<file path="config.mk">
export PLATFORM = sky130hd
export DESIGN_NAME = tap_compare
export DESIGN_NICKNAME = d
export VERILOG_FILES = /design/src/rtl/shift_chk_pkg.sv /design/src/rtl/tap_compare.sv
export SDC_FILE = /design/constraint.sdc
export NUM_CORES = 1
export LEC_CHECK = 0
export ABC_AREA = 1
export BUFFER_PORTS_ARGS = -buffer_cell sky130_fd_sc_hd__clkbuf_2
export CORE_MARGIN = 5
export CORE_UTILIZATION = 38
export DETAILED_ROUTE_END_ITERATION = 10
export GPL_TIMING_DRIVEN = 0
export PLACE_DENSITY_LB_ADDON = 0.2
export RECOVER_POWER = 25
export SETUP_SLACK_MARGIN = 0.3
export SYNTH_ARGS = -nofsm -noshare
export SYNTH_HDL_FRONTEND = slang
export SYNTH_SLANG_ARGS = --single-unit
</file>
<file path="constraint.sdc">
create_clock -name vclk -period 0.8
set_input_delay 0.04 -clock vclk [all_inputs]
set_output_delay 0.04 -clock vclk [all_outputs]
set_load 0.03 [all_outputs]
</file>
<file path="src/rtl/shift_chk_pkg.sv">
// Shared types and constants for the shift-chain checker.
// Contents: FSM state enum, tap identifiers, default parameter values and a
// priority helper that picks the lowest failing tap.
package shift_chk_pkg;

    localparam int unsigned DEF_WIDTH    = 32;
    localparam int unsigned DEF_CNT_W    = 16;
    localparam int unsigned DEF_FILL_CYC = 1;

    typedef enum logic [1:0] {
        IDLE  = 2'd0,
        FILL  = 2'd1,
        CHECK = 2'd2,
        FAIL  = 2'd3
    } state_t;

    localparam logic [1:0] TAP_NONE = 2'd0;
    localparam logic [1:0] TAP_B    = 2'd1;
    localparam logic [1:0] TAP_C    = 2'd2;
    localparam logic [1:0] TAP_D    = 2'd3;

    // mis[0]=b, mis[1]=c, mis[2]=d; the tap nearest the chain head wins.
    function automatic logic [1:0] lowest_tap(input logic [2:0] mis);
        logic [1:0] tap;
        tap = TAP_NONE;
        if (mis[0]) begin
            tap = TAP_B;
        end else if (mis[1]) begin
            tap = TAP_C;
        end else if (mis[2]) begin
            tap = TAP_D;
        end
        return tap;
    endfunction

endpackage

</file>
<file path="src/rtl/tap_compare.sv">
// One tap-pair comparator: flags a mismatch between the expected (previous
// upstream) value and the actual tap value when the compare is enabled.
// Ports:
//   exp_i  in  WIDTH  expected value (previous sample of upstream tap)
//   act_i  in  WIDTH  actual value of the tap under test
//   en_i   in  1      compare enable
//   mis_o  out 1      combinational mismatch flag
module tap_compare
    import shift_chk_pkg::*;
#(
    parameter int unsigned WIDTH = DEF_WIDTH
) (
    input  logic [WIDTH-1:0] exp_i,
    input  logic [WIDTH-1:0] act_i,
    input  logic             en_i,
    output logic             mis_o
);

    // Full-width unsigned inequality, gated by the enable.
    assign mis_o = en_i & (exp_i != act_i);

endmodule

</file>
==> reports/qor.yml, run 1 <==
status: "finished, violations left"
violations: "negative setup slack"
worst_pin_slew_ns: 0.134
first_iter_violations: 8
first_global_vias: 674
cp_slowest_cell: "nor2_2"
p_per_area_nw_per_um2: 411
syn_avg_cell_area_um2: 3.84
area_growth_pct: 63.8
holdCritStartpoint: "en_i"
dp.cells: 253
synthTopCellsByCount: "nand2_1, inv_1, nor2_1"
ir_drop_mv: 0.173
drv_slew: 0
critPathKind: "primary input to output port"
fin_nets: 303
io_buffers: 66
total_power_w: 0.000439
crit_arrival_ns: 0.94
die_h_um: 51.5
die_x_um: 51.5
startpoint_type: "primary input"
num_antenna_cells: 0
dr.max_layer_used: "met3"
wl_met2_um: 857
cpPeakStageDelay_ns: 0.15
drc: 0
groute.usage.overall_pct: 11.0
post_cts_buffers: 0
drive_gt1_share_pct: 30.5
p_leak_nw: 0.849
wl_met3_um: 157
wl_met1_um: 718
grt-ovfl-total: 0
core_um2: 1670
cp_num_buf_inv: 2
postCtsHoldBufs: 0
place_congestion: 0.726
ys_seq_area_share_pct: 0
die-area_um2: 2650
crit_chain: "buf_6 > nor2_4 > nor2_2 > nor2_2 > nand2_1 > nor2_1 > nand2_1 > nor2_2 > nor2_4 > buf_8"
wl_per_cell_um: 6.85
pwr-share-seq_pct: 0
max_freq_mhz: 1030
rsz0062_at_grt: "true"
holdPathEnd: "mis_o"
hp-class: "primary input to output port"
routed_wl_mm: 1.73
fin_crit_sh_pct: 122
switchingPower_w: 0.000207
cp.depth: 10
num_vias: 993
stdcell_area_um2: 1070
regArea_um2: 0
ys_types: 4
num_io_pins: 66
drt_pre_antenna_iters: 4
min_path_cells: 4
dp_hpwl_mm: 1.59
critPathRequiredTime_ns: 0.76
worstPathMaxFanout: 2
seq_cells: 0
maxCapViolations: 0
utilization_pct: 64.0
ant_nets: 0
crit_family: "simple AND/OR/NAND/NOR gates"
multi_input_area_um2: 503
viasPerCell: 3.92
rows: 15
place_area_um2: 1010
clkPwrFrac_pct: 0
grt_max_degree: 3
hold_violations: 0
fin_cells: 253
ys_warn_count: 0
initial_core_util_pct: 39.1
nClkBuffers: 0
fin_crit_ns: 0.975
swShare_pct: 47.0
combPwrFrac_pct: 100.0
yosysMostFrequentCell: "nand2_1"
max-slew-margin-rel_pct: 91.1
syn_nets: 235
synthTopCellsByArea: "nand2_1, inv_1, nor2_1"
antenna_found_initial: 0
yosysTopAreaCellShare_pct: 43.1
nFillCells: 204
path_common_cell: "nor2_2"
grt_pass1_wl_mm: 2.44
crit_path_end_kind: "output port"
yosys.area.top_type: "nand2_1"
setup_viol: 1
synthesis.area_um2: 653
final.setup.worst_slack_ns: -0.175
syn_inst: 170
power.internal_w: 0.000233
## stage by stage
stage          setup slack (ns)  hold slack (ns)  TNS [ns]
4_1_cts                  -0.172            0.434    -0.172
3_3_place_gp             -0.207            0.448    -0.207
2_1_floorplan             0.111            0.218         0
3_5_place_dp             -0.211            0.457    -0.211
5_1_grt                  -0.253            0.415    -0.253
6_report                 -0.175            0.401    -0.175
## timing repair
action	in CTS	in global routing
endpoints found under the setup margin	1	1
gates resized for setup	2	14
pin swaps	4	14
## worst max-delay path by stage
| stage | start | end |
|---|---|---|
| 6_report | exp_i[5] | mis_o |
| 5_1_grt | exp_i[5] | mis_o |
| 4_1_cts | act_i[5] | mis_o |
| 3_5_place_dp | act_i[5] | mis_o |
| 3_3_place_gp | act_i[5] | mis_o |
| 2_1_floorplan | act_i[20] | mis_o |
## layout by cell type, fill, tap and decap left out
cell type / synthesis / layout
buf_6: 0 / 4
buf_8: 0 / 1
clkbuf_2: 0 / 61
inv_1: 48 / 48
nand2_1: 75 / 75
nor2_1: 44 / 38
nor2_2: 0 / 3
nor2_4: 0 / 3
xor2_1: 3 / 3
## worst min-delay path, stage by stage
cell,delay (ns)
clkbuf_2,0.08
inv_1,0.08
nor2_4,0.04
buf_8,0.12
## power by group through the flow
stage / sequential [W] / clock (W) / combinational (W)
floorplan: 0 / 0 / 0.000203
global placement: 0 / 0 / 0.000403
detailed placement: 0 / 0 / 0.000410
CTS: 0 / 0 / 0.000417
global route: 0 / 0 / 0.000504
finish: 0 / 0 / 0.000439
## layer usage
metal	up-vias	track usage (%)
li1	597	-
met1	365	14.8
met2	31	19.9
met3	0	0.875
met4	0	0
met5	-	0
## final cells by class
type | count | share of cell area, %
well taps | 17 | 1.99
inverters | 48 | 16.8
multi-input cells | 122 | 47.0
repair buffers | 66 | 34.2
## cells by family (layout without fill, tap and decap cells)
logic type             after synthesis  after routing  synth area share (%)
XOR/XNOR                             3              3                  4.02
buffers and inverters               48            114                  27.6
AND/OR/NAND/NOR                    119            119                  68.4
Power figures use the tool's default switching activity.
==> run 2, diff against run 1 <==
--- a/config.mk
+++ b/config.mk
@@ -7,7 +7,7 @@
 export LEC_CHECK = 0
 export ABC_AREA = 1
 export BUFFER_PORTS_ARGS = -buffer_cell sky130_fd_sc_hd__clkbuf_2
-export CORE_MARGIN = 5
+export CORE_MARGIN = 10
 export CORE_UTILIZATION = 38
 export DETAILED_ROUTE_END_ITERATION = 10
 export GPL_TIMING_DRIVEN = 0
@@ -17,3 +17,4 @@
 export SYNTH_ARGS = -nofsm -noshare
 export SYNTH_HDL_FRONTEND = slang
 export SYNTH_SLANG_ARGS = --single-unit
+export TNS_END_PERCENT = 50
==> run 2 against run 1 <==
Effect of this change: the run still ends with negative setup slack left; clock-buffer cell count did not move; die area grew 43%; non-clock buffer count unchanged; highest routed layer unchanged; fmax up 1.6%; critical path depth stayed put.
==> reports/qor.yml, run 2 (same netlist as run 1, synthesis figures left out) <==
status: "finished, violations left"
violations: "negative setup slack"
die-area_um2: 3780  # +43%
cp_slowest_cell: "nor2_2"
drc: 0  # unchanged
utilization_pct: 70.0  # +5.9 points
drive_gt1_share_pct: 30.5  # unchanged
grt-ovfl-total: 0  # unchanged
setup_viol: 1  # unchanged
antenna_found_initial: 0  # unchanged
post_cts_buffers: 0  # unchanged
initial_core_util_pct: 41.9  # +2.8 points
clkPwrFrac_pct: 0  # unchanged
hold_violations: 0  # unchanged
seq_cells: 0  # unchanged
p_leak_nw: 0.857  # +0.92%
power.internal_w: 0.000247  # +6.1%
critPathKind: "primary input to output port"
viasPerCell: 3.97  # +1.1%
fin_crit_sh_pct: 120  # -1.9 points
crit_family: "simple AND/OR/NAND/NOR gates"
cp_num_buf_inv: 2  # unchanged
final_cell_mix: "nand2_1, clkbuf_2, inv_1"
first_iter_violations: 21  # +13
place_area_um2: 1010  # -0.12%
area_growth_pct: 67.1
grt_pass1_wl_mm: 2.99  # +23%
pwr-share-seq_pct: 0  # unchanged
num_io_pins: 66  # unchanged
ir_drop_mv: 0.219  # +27%
crit_arrival_ns: 0.92  # -0.02 ns
crit_path_end_kind: "output port"
die_h_um: 61.5  # +19%
cpPeakStageDelay_ns: 0.14  # about the same
maxCapViolations: 0  # unchanged
worst_pin_slew_ns: 0.148  # +0.0148 ns
wl_per_cell_um: 8.46  # +24%
stdcell_area_um2: 1090  # +2.0%
place_congestion: 0.710  # -2.2%
fin_nets: 303  # unchanged
p_per_area_nw_per_um2: 413  # +0.47%
routed_wl_mm: 2.13  # +23%
core_um2: 1560  # -6.7%
postCtsHoldBufs: 0  # unchanged
fin_crit_ns: 0.960  # -0.0155 ns
max-slew-margin-rel_pct: 90.1  # -0.99 points
dp_hpwl_mm: 1.93  # +22%
die_x_um: 61.5  # +19%
hp-class: "primary input to output port"
ant_nets: 0  # unchanged
combPwrFrac_pct: 100.0  # about the same
crit_chain: "clkbuf_2 > nor2_1 > nor2_1 > nor2_1 > nand2_1 > nor2_1 > nand2_1 > nor2_2 > nor2_4 > buf_8"
rows: 14  # -1
nClkBuffers: 0  # unchanged
max_freq_mhz: 1040  # +1.6%
num_vias: 1000  # +0.70%
drv_slew: 0  # unchanged
rsz0062_at_grt: "true"
total_power_w: 0.000450  # +2.5%
switchingPower_w: 0.000203  # -1.7%
groute.usage.overall_pct: 9.29  # -1.7 points
num_antenna_cells: 0  # unchanged
final_common_cell: "nand2_1"
path_common_cell: "nor2_1"
io_buffers: 66  # unchanged
drt_pre_antenna_iters: 4  # unchanged
startpoint_type: "primary input"
swShare_pct: 45.1  # -1.9 points
critPathRequiredTime_ns: 0.76  # about the same
grt_max_degree: 3  # unchanged
first_global_vias: 811  # +20%
final.setup.worst_slack_ns: -0.160  # +0.0155 ns
regArea_um2: 0  # unchanged
worstPathMaxFanout: 2  # unchanged
[run 2: cell count changes in the layout (fill, tap and decap cells not counted)]
cell and delta:
buf_6 +6, clkbuf_2 -6, nor2_1 +3, inv_1 -2
inv_2 +2, nor2_4 -2, nand2_1 -1, nand2_2 +1
nor2_2 -1
[run 2: worst paths after layout]
| check | slack (ns) | to | from | cells past startpoint |
|---|---|---|---|---|
| worst max-delay path | -0.16 | mis_o | act_i[1] | 10 |
| worst min-delay path | 0.40 | mis_o | en_i | 4 |
[run 2: metal layers]
metal / GRT usage, % / wire [µm]
met2: 17.2 / 958
met4: 0 / 0
met1: 10.6 / 929
met5: 0 / 0
met3: 3.29 / 245
[run 2: timing repair]
action	4_1_cts	5_1_grt
resized for setup	2	15
cloned	0	0
pin swaps	3	26
endpoints found under the setup margin	1	1
[run 2: cell type report]
cell class	instances	area, µm²
fill	165	468
inverter	48	180
multi-input combinational	122	488
tap	16	20.0
timing repair buffer	66	403
[run 2: power by group through the flow]
stage,clock [W],combinational (W),sequential (W)
finish,0,0.000450,0
global route,0,0.000520,0
CTS,0,0.000416,0
detailed placement,0,0.000409,0
global placement,0,0.000403,0
floorplan,0,0.000203,0
[run 2: stage by stage]
| step | cells | setup TNS, ns | worst slack, ns | hold slack (ns) |
|---|---|---|---|---|
| floorplan | 170 | 0 | 0.111 | 0.218 |
| global placement | 252 | -0.203 | -0.203 | 0.453 |
| CTS | 252 | -0.182 | -0.182 | 0.430 |
| global route | 252 | -0.238 | -0.238 | 0.423 |
| finish | 252 | -0.160 | -0.160 | 0.403 |
| detailed placement | 252 | -0.196 | -0.196 | 0.453 |
==> run 3, diff against run 2 <==
--- a/config.mk
+++ b/config.mk
@@ -5,15 +5,16 @@
 export SDC_FILE = /design/constraint.sdc
 export NUM_CORES = 1
 export LEC_CHECK = 0
-export ABC_AREA = 1
 export BUFFER_PORTS_ARGS = -buffer_cell sky130_fd_sc_hd__clkbuf_2
+export CAP_MARGIN = 20
 export CORE_MARGIN = 10
-export CORE_UTILIZATION = 38
+export CORE_UTILIZATION = 27
 export DETAILED_ROUTE_END_ITERATION = 10
 export GPL_TIMING_DRIVEN = 0
 export PLACE_DENSITY_LB_ADDON = 0.2
 export RECOVER_POWER = 25
 export SETUP_SLACK_MARGIN = 0.3
+export SLEW_MARGIN = 15
 export SYNTH_ARGS = -nofsm -noshare
 export SYNTH_HDL_FRONTEND = slang
 export SYNTH_SLANG_ARGS = --single-unit
==> run 3 against run 2 <==
Effect of this change: the run still ends with negative setup slack left; hold slack improved by 0.050 ns; cell count decreased by 51%; fmax shrank 6.3%; total power is 8.3% lower; cell area shrank 26%; combinational power decreased by 8.2%; synthesized cell count fell by 75%; routed wire length down 20%; highest routed layer is now met4.
==> reports/qor.yml, run 3 <==
total_power_w: 0.000413  # -8.3%
place_congestion: 0.699  # -1.4%
utilization_pct: 69.0  # -0.97 points
fin_crit_ns: 1.02  # +0.0648 ns
nClkBuffers: 0  # unchanged
first_iter_violations: 4  # -81%
holdPathEnd: "mis_o"
switchingPower_w: 0.000143  # -30%
dp_hpwl_mm: 1.64  # -15%
p_per_area_nw_per_um2: 511  # +24%
cpPeakStageDelay_ns: 0.31  # +0.17 ns
synthTopCellsByArea: "xnor2_1, nand4_1, nor4_1"
p_leak_nw: 0.404  # -53%
ys_types: 4  # unchanged
yosysMostFrequentCell: "xnor2_1"
fin_nets: 176  # -42%
clkPwrFrac_pct: 0  # unchanged
final_cell_mix: "clkbuf_2, xnor2_1, xnor2_2, nand4_1, buf_6"
status: "finished, violations left"
grt_pass1_wl_mm: 2.66  # -11%
combPwrFrac_pct: 100.0  # about the same
ir_drop_mv: 0.238  # +8.7%
ys_warn_count: 0  # unchanged
ant_nets: 0  # unchanged
drive_gt1_share_pct: 70.6  # +40 points
yosys.area.top_type: "xnor2_1"
hp-class: "primary input to output port"
hold_violations: 0  # unchanged
setup_viol: 1  # unchanged
core_um2: 1170  # -25%
critPathRequiredTime_ns: 0.76  # about the same
viasPerCell: 4.51  # +14%
syn_inst: 43  # -75%
initial_core_util_pct: 29.9  # -12 points
first_global_vias: 627  # -23%
post_cts_buffers: 0  # unchanged
seq_cells: 0  # unchanged
num_io_pins: 66  # unchanged
max_freq_mhz: 976  # -6.3%
worstPathMaxFanout: 1  # -1
drc: 0  # unchanged
rsz0062_at_grt: "true"
postCtsHoldBufs: 0  # unchanged
synthTopCellsByCount: "xnor2_1, nand4_1, nor4_1"
antenna_found_initial: 0  # unchanged
dp.cells: 123  # -51%
drt_pre_antenna_iters: 3  # -1
io_buffers: 66  # unchanged
area_growth_pct: 131
violations: "negative setup slack"
cp_slowest_cell: "nor4_2"
yosysTopAreaCellShare_pct: 80.0  # +37 points
syn_avg_cell_area_um2: 8.15  # +110%
swShare_pct: 34.6  # -10 points
die_h_um: 56.0  # -8.8%
crit_path_end_kind: "output port"
critPathKind: "primary input to output port"
routed_wl_mm: 1.70  # -20%
maxCapViolations: 0  # unchanged
place_area_um2: 744  # -27%
holdCritStartpoint: "en_i"
drv_slew: 0  # unchanged
cp_num_buf_inv: 2  # unchanged
grt-ovfl-total: 0  # unchanged
fin_crit_sh_pct: 128  # +8.1 points
grt_max_degree: 2  # -1
wl_per_cell_um: 13.8  # +63%
num_antenna_cells: 0  # unchanged
power.internal_w: 0.000270  # +9.2%
crit_chain: "buf_6 > xnor2_2 > nand4_1 > nor4_2 > a21boi_2 > clkbuf_8"
rows: 12  # -2
groute.usage.overall_pct: 9.67  # +0.37 points
syn_nets: 108  # -54%
die-area_um2: 3140  # -17%
regArea_um2: 0  # unchanged
final_common_cell: "clkbuf_2"
ys_seq_area_share_pct: 0  # unchanged
synthesis.area_um2: 350  # -46%
final.setup.worst_slack_ns: -0.225  # -0.0648 ns
min_path_cells: 3  # -1
startpoint_type: "primary input"
die_x_um: 56.0  # -8.8%
worst_pin_slew_ns: 0.246  # +0.0979 ns
pre_cts_ws_ns: -0.255  # -0.0592 ns
num_vias: 555  # -45%
fin_cells: 123  # -51%
crit_arrival_ns: 0.98  # +0.06 ns
pwr-share-seq_pct: 0  # unchanged
stdcell_area_um2: 808  # -26%
max-slew-margin-rel_pct: 83.4  # -6.6 points
crit_family: "simple AND/OR/NAND/NOR gates"
run 3: tightest hold or removal path, cell delays in order:
cell      delay, ns
clkbuf_2       0.07
a21boi_2       0.14
clkbuf_8       0.16
run 3: worst max-delay path by stage:
stage	start	to	slack, ns	cells after the start
after floorplan	act_i[20]	mis_o	0.03	4
after global placement	act_i[23]	mis_o	-0.24	6
after detailed placement	act_i[6]	mis_o	-0.26	6
after CTS	exp_i[18]	mis_o	-0.24	6
after global routing	exp_i[0]	mis_o	-0.36	6
final	exp_i[0]	mis_o	-0.22	6
run 3: power by group through the flow:
stage / registers (W) / clock network [W] / logic [W]
2_1_floorplan: 0 / 0 / 0.000178
3_3_place_gp: 0 / 0 / 0.000372
3_5_place_dp: 0 / 0 / 0.000380
4_1_cts: 0 / 0 / 0.000386
5_1_grt: 0 / 0 / 0.000453
6_report: 0 / 0 / 0.000413
run 3: layer usage:
metal | GRT usage [%] | share of wire [%] | up-vias
met5 | 0 | 0 | -
met4 | 1.02 | 1.2 | 0
met3 | 3.19 | 8.1 | 2
met2 | 19.7 | 57 | 31
met1 | 9.11 | 33 | 240
li1 | - | - | 282
run 3: area by class of cell:
class | instances | area, µm²
Timing Repair Buffer | 66 | 364
Fill cell | 103 | 363
Tap cell | 14 | 17.5
Multi-Input combinational cell | 43 | 427
run 3: kinds of logic after synthesis:
| family | count (synthesis) | share of synthesized area, % |
|---|---|---|
| XOR/XNOR | 32 | 80.0 |
| AO/OA/AOI/OAI | 1 | 2.14 |
| AND/OR/NAND/NOR | 10 | 17.9 |
run 3: timing repair:
| action | CTS | global route |
|---|---|---|
| resized for setup | 2 | 10 |
| setup endpoints to repair | 1 | 1 |
| gates cloned | 0 | 0 |
| pin swaps | 3 | 10 |
run 3: per-stage QoR:
step           TNS (ns)  hold WS (ns)
2_1_floorplan         0         0.272
4_1_cts          -0.244         0.456
5_1_grt          -0.360         0.465
3_3_place_gp     -0.240         0.475
6_report         -0.225         0.452
3_5_place_dp     -0.255         0.479
